**src/rtl/age_matrix_arbiter.sv**
```systemverilog
// Oldest-first arbiter: a registered WIDTH x WIDTH age matrix picks the oldest valid requester,
// and the granted requester is moved to youngest on the following clock edge.
module age_matrix_arbiter #(
    parameter int unsigned WIDTH = 4
) (
    input  logic                     clk,
    input  logic                     rst_n,
    input  logic [WIDTH-1:0]         v_vld,
    output logic [WIDTH-1:0]         v_grant,
    output logic [WIDTH*WIDTH-1:0]   vv_matrix
);

    // Flattened matrix: bit [i*WIDTH+j] set means requester i is older than requester j.
    logic [WIDTH*WIDTH-1:0] m_q;
    logic [WIDTH*WIDTH-1:0] m_d;
    logic [WIDTH*WIDTH-1:0] m_rst;
    logic [WIDTH-1:0]       blocked;
    logic                   alloc_en;

    // A requester is blocked when any valid requester is older than it.
    always_comb begin
        blocked = '0;
        for (int unsigned i = 0; i < WIDTH; i++) begin
            for (int unsigned j = 0; j < WIDTH; j++) begin
                if (v_vld[j] && m_q[j*WIDTH+i]) begin
                    blocked[i] = 1'b1;
                end
            end
        end
        v_grant = v_vld & ~blocked;
    end

    always_comb begin
        m_rst = '0;
        for (int unsigned i = 0; i < WIDTH; i++) begin
            for (int unsigned j = 0; j < WIDTH; j++) begin
                m_rst[i*WIDTH+j] = (i < j);
            end
        end
    end

    // Allocated requesters become younger than every non-allocated one; pairs that are both
    // or neither allocated keep their relative order.
    always_comb begin
        alloc_en = |v_grant;
        m_d      = m_q;
        if (alloc_en) begin
            for (int unsigned i = 0; i < WIDTH; i++) begin
                for (int unsigned j = 0; j < WIDTH; j++) begin
                    if (i != j) begin
                        if (v_grant[j] && !v_grant[i]) begin
                            m_d[i*WIDTH+j] = 1'b1;
                        end else if (v_grant[i] && !v_grant[j]) begin
                            m_d[i*WIDTH+j] = 1'b0;
                        end
                    end
                end
            end
        end
    end

    always_ff @(posedge clk) begin
        if (!rst_n) begin
            m_q <= m_rst;
        end else begin
            m_q <= m_d;
        end
    end

    assign vv_matrix = m_q;

endmodule

```
**config.mk**
```make
export PLATFORM = sky130hd
export DESIGN_NAME = age_matrix_arbiter
export DESIGN_NICKNAME = d
export VERILOG_FILES = /design/src/rtl/age_matrix_arbiter.sv
export SDC_FILE = /design/constraint.sdc
export NUM_CORES = 1
export LEC_CHECK = 0
export ABC_CLOCK_PERIOD_IN_PS = 2600
export CAP_MARGIN = 10
export CORE_MARGIN = 2
export CORE_UTILIZATION = 48
export DETAILED_ROUTE_END_ITERATION = 7
export PLACE_DENSITY = 0.83
export SLEW_MARGIN = 20
export SYNTH_ARGS = -nofsm -noshare
export SYNTH_HDL_FRONTEND = slang
export SYNTH_SLANG_ARGS = --single-unit
```
**constraint.sdc**
```tcl
create_clock -name clk -period 2.6 [get_ports clk]
set_input_delay 0.52 -clock clk [delete_from_list [all_inputs] [get_ports clk]]
set_output_delay 0.52 -clock clk [all_outputs]
set_load 0.02 [all_outputs]
```
==> After elaboration in Yosys (flattened, before gate mapping) <==
Cells that the tools add are included.
{ "word_totals": {"out_inout_bits": 20, "ff_bits": 12, "input_bits": 6} }
{ "op_classes": {"bitwise": 2, "n_mux": 36, "reduce_logical": 41} }
{ "op_table": {"columns": ["cell", "n"], "rows": [
  ["$mux W1", 36],
  ["$logic_and A1 B1 Y1", 24],
  ["$reduce_and A2 Y1", 6],
  ["$reduce_bool A2 Y1", 6],
  ["$and A4 B4 Y4", 1],
  ["$logic_not A1 Y1", 4],
  ["$not A4 Y4", 1],
  ["$reduce_or A4 Y1", 1]
]} }

==> Longest topological paths before layout <==
{ "depth": {"depth_word": 10, "depth_mapped": 5} }

==> Worst setup path before layout <==
OpenSTA, ideal clock, no wires.
{ "synth_path": {"path_kind": "input -> register", "start": "in v_vld[0]", "end": "reg m_q[2], in the netlist vv_matrix[2]", "setup_slack_ns": 0.905, "required_time_ns": 2.528, "setup_ns": 0.072, "arrival_time_ns": 1.624, "path_stages": 5, "path_cell_list": "nand2_1 -> and4_1 -> ha_1 -> a21oi_1 -> mux2i_1"} }
{ "synth_via": {"elab_chain_cells": 10, "word_cells_on_any_way": 22, "cone_classes": "mux (10); bitwise (2); reduce/logical (10)"} }
{ "synth_rtl": {"columns": ["item", "line", "rtl"], "rows": [
  ["start, declared", "8", "input logic [WIDTH-1:0] v_vld,"],
  ["$logic_and A1 B1 Y1 (*)", "25", "if (v_vld[j] && m_q[j*WIDTH+i]) begin"],
  ["$mux W1 (*) (3 in a row)", "25", null],
  ["$not A4 Y4 (*)", "30", "v_grant = v_vld & ~blocked;"],
  ["$and A4 B4 Y4 (*)", "30", null],
  ["net v_grant[2]", "9", "output logic [WIDTH-1:0] v_grant,"],
  ["$logic_not A1 Y1", "53", "end else if (v_grant[i] && !v_grant[j]) begin"],
  ["$logic_and A1 B1 Y1", "53", null],
  ["$reduce_bool A2 Y1 (no source line)", null, null],
  ["$reduce_and A2 Y1 (no source line)", null, null],
  ["end signal, assigned", "64", "m_q <= m_rst;"],
  ["end signal, assigned", "66", "m_q <= m_d;"],
  ["end, declared", "14", "logic [WIDTH*WIDTH-1:0] m_q;"]
]} }
Mark *: on every way through the listed nets, which the timed path passes. The rest lies on a longest branch.
A chain may end at the register's enable or synchronous reset.

==> Worst setup path in the final report <==
{ "layout_path": {"start": "in v_vld[2]", "end": "out v_grant[1]"} }
{ "layout_via": {"elab_chain_cells": 5} }
{ "layout_rtl": {"columns": ["item", "line"], "rows": [
  ["$logic_and A1 B1 Y1", "25"],
  ["$mux W1 (2 in a row)", "25"],
  ["$not A4 Y4", "30"],
  ["$and A4 B4 Y4", "30"],
  ["end, declared", "9"]
]} }
Every way passes these cells.

==> results.yml <==
run_status:
  run_status: "finished clean"
final_layout:
  largest_reg_flops: 12
  drive_gt1_frac: 0.0696
  nets: 136
  antenna_cells: 0
  areaGrowthSynthToFinish_pct: 33.3
  fin_cells: 131
sta:
  period_share: 0.976
  clock_skew_ns: 0.00540
  hold_viol_final: 0
  period_minus_slack_ns: 2.54
  fin_ws_ns: 0.0637
  tightest_slew_ns: 0.563
  max_freq_mhz: 394
  rsz0062_at_grt: "no"
  setup_violations: 0
  timing.slew.headroom: 0.623
  setup_tns_ns: 0
  drv_slew: 0
critical_path:
  cp.arrival_ns: 2.02
  worstPathCellList: "clkdlybuf4s50_1, nand2_1, and4_1, clkdlybuf4s50_1"
  path_class: "primary input to output pin"
  reg2regPathDepth: 6
  path_depth: 4
  critPathTopFamily: "buffers and inverters"
  worst_path_most_repeated_cell: "clkdlybuf4s50_1"
  critical_path_required_ns: 2.08
  cp-start-kind: "primary input"
  crit_fanout: 5
  critPathBufInv: 2
  slowest_delay_ns: 0.61
  end_kind: "output pin"
  slowest_stage: "clkdlybuf4s50_1"
global_route:
  grt.total_usage: 0.216
  antenna_found_initial: 0
  grt.overflow.total: 0
  grt_pass1_wl_mm: 3.17
  grt_pass1_vias: 710
  grt_start_max_net_pins: 21
clock_network:
  cts_setup_buffers: 0
  cts_htree_levels: 1
  worstSkewPairLatency_ns: 0.28
  cts_tree: "built"
  cts_resized: 0
  numCtsBuffers: 3
  clockRootBuffer: "clkbuf_4"
  cts_hold_buf: 0
  cts_sinks: 12
  cts_buffer_depth: 2
  path_clk_slew_ns: 0.08
detailed_routing:
  drt_first_pass_iters: 4
  wl_per_cell_um: 14.0
  ant_nets: 0
  num_vias: 706
  drt_iter0_drc: 13
  viasPerCell: 5.39
  wirelength_mm: 1.83
  drc: 0
floorplan:
  dieWidth_um: 44.9
  initial_utilization: 0.522
  rows: 14
  fp.dieArea_um2: 2020
  chipHeight_um: 44.9
  ios: 26
  coreArea_um2: 1540
yosys:
  synth.distinct_cells: 11
  ys_ff_latch: 12
  ys.flop_type: "dfxtp_1"
  synth_edf_count: 0
  async_flop_share: 0
  yosysWarnings: 0
  synthTopCellsByArea: "dfxtp_1 (30%), ha_1 (22%), mux2i_1 (15%), nand2_1 (10%), nor2b_1 (7.8%)"
  synthCells: 89
  ys_seq_area_frac: 0.299
  synth_common_cells: "nand2_1 (22), ha_1 (14), dfxtp_1 (12), mux2i_1 (12), nor2b_1 (10)"
  synth_area_um2: 805
  synth.top_cell.area_share: 0.299
  synth_area_per_cell_um2: 9.04
  synth.most_common_cell: "nand2_1"
  synth_top_cell_by_area: "dfxtp_1"
pwr:
  finalPower_mw: 0.688
  p_leak_nw: 0.470
  vdd_drop_max_v: 0.000417
  p_per_area_nw_per_um2: 642
place:
  dp_hpwl_mm: 1.42
  dp_cells: 127
  globalplace.congestion: 0.897
  port_buffers: 21
  place_ws_ns: 0.100
worst_hold_path:
  hold_path.class: "flop to flop"
  hold_path_depth: 2
job:
  max_cap_viol_count: 0
==> metrics by stage <==
step           hold WS, ns   util  cell area, um^2
6_report             0.474  0.696             1070
5_1_grt              0.506  0.696             1070
4_1_cts              0.476  0.696             1070
3_5_place_dp         0.465  0.672             1040
3_3_place_gp         0.461  0.672             1040
2_1_floorplan        0.543      -              816
==> report_power, final <==
part	leakage [nW]	internal (mW)	switching [mW]	total, mW
sequential	0.0988	0.214	0.0243	0.238
clock	0.0210	0.0852	0.0687	0.154
combinational	0.350	0.142	0.154	0.296
total	0.470	0.441	0.247	0.688
==> layer usage <==
layer  up-vias  global-route usage  wire, um
met2        24               0.360       886
met5         -                   0         0
li1        352                   -         -
met1       325               0.271       814
met4         0              0.0882        34
met3         5              0.0400        94
==> area by class of cell <==
type	count	area, um^2
Timing Repair Buffer	25	240
Multi-Input combinational cell	74	536
Sequential cell	12	240
Clock buffer	4	36.3
Tap cell	16	20.0
Fill cell	123	469
==> worst min-delay path: stages, from the launching register on <==
cell and delay [ns]:
dfxtp_1 0.33, nand2_1 0.05, mux2i_1 0.05
==> logic make-up (layout without fill, tap and decap cells) <==
| kind of cell | count (synthesis) | after routing | share of synthesized area |
|---|---|---|---|
| AOI/OAI and AO/OA | 4 | 4 | 0.0249 |
| adders and majority gates | 14 | 14 | 0.218 |
| buffers and inverters | 6 | 29 | 0.0498 |
| DFF | 12 | 12 | 0.299 |
| muxes | 12 | 12 | 0.149 |
| other | 1 | 4 | 0.00466 |
| and+or+nand+nor | 40 | 40 | 0.255 |
==> cell usage in the layout (no fill, tap or decap) <==
cell	instances
a21oi_1	4
and4_1	4
buf_4	4
clkbuf_4	3
clkbuf_8	1
clkdlybuf4s50_1	21
conb_1	4
dfxtp_1	12
ha_1	14
mux2i_1	12
nand2_1	22
nand4_1	4
nor2b_1	10
==> path summary, 6_finish.rpt <==
path                                     from             to  slack (ns)
worst max-delay path                 v_vld[2]     v_grant[1]        0.06
worst min-delay path            vv_matrix[13]  vv_matrix[13]        0.47
worst max register to register   vv_matrix[2]   vv_matrix[6]        0.96
worst min register to register  vv_matrix[13]  vv_matrix[13]        0.47
No activity file was read; power rests on OpenSTA's default activity.
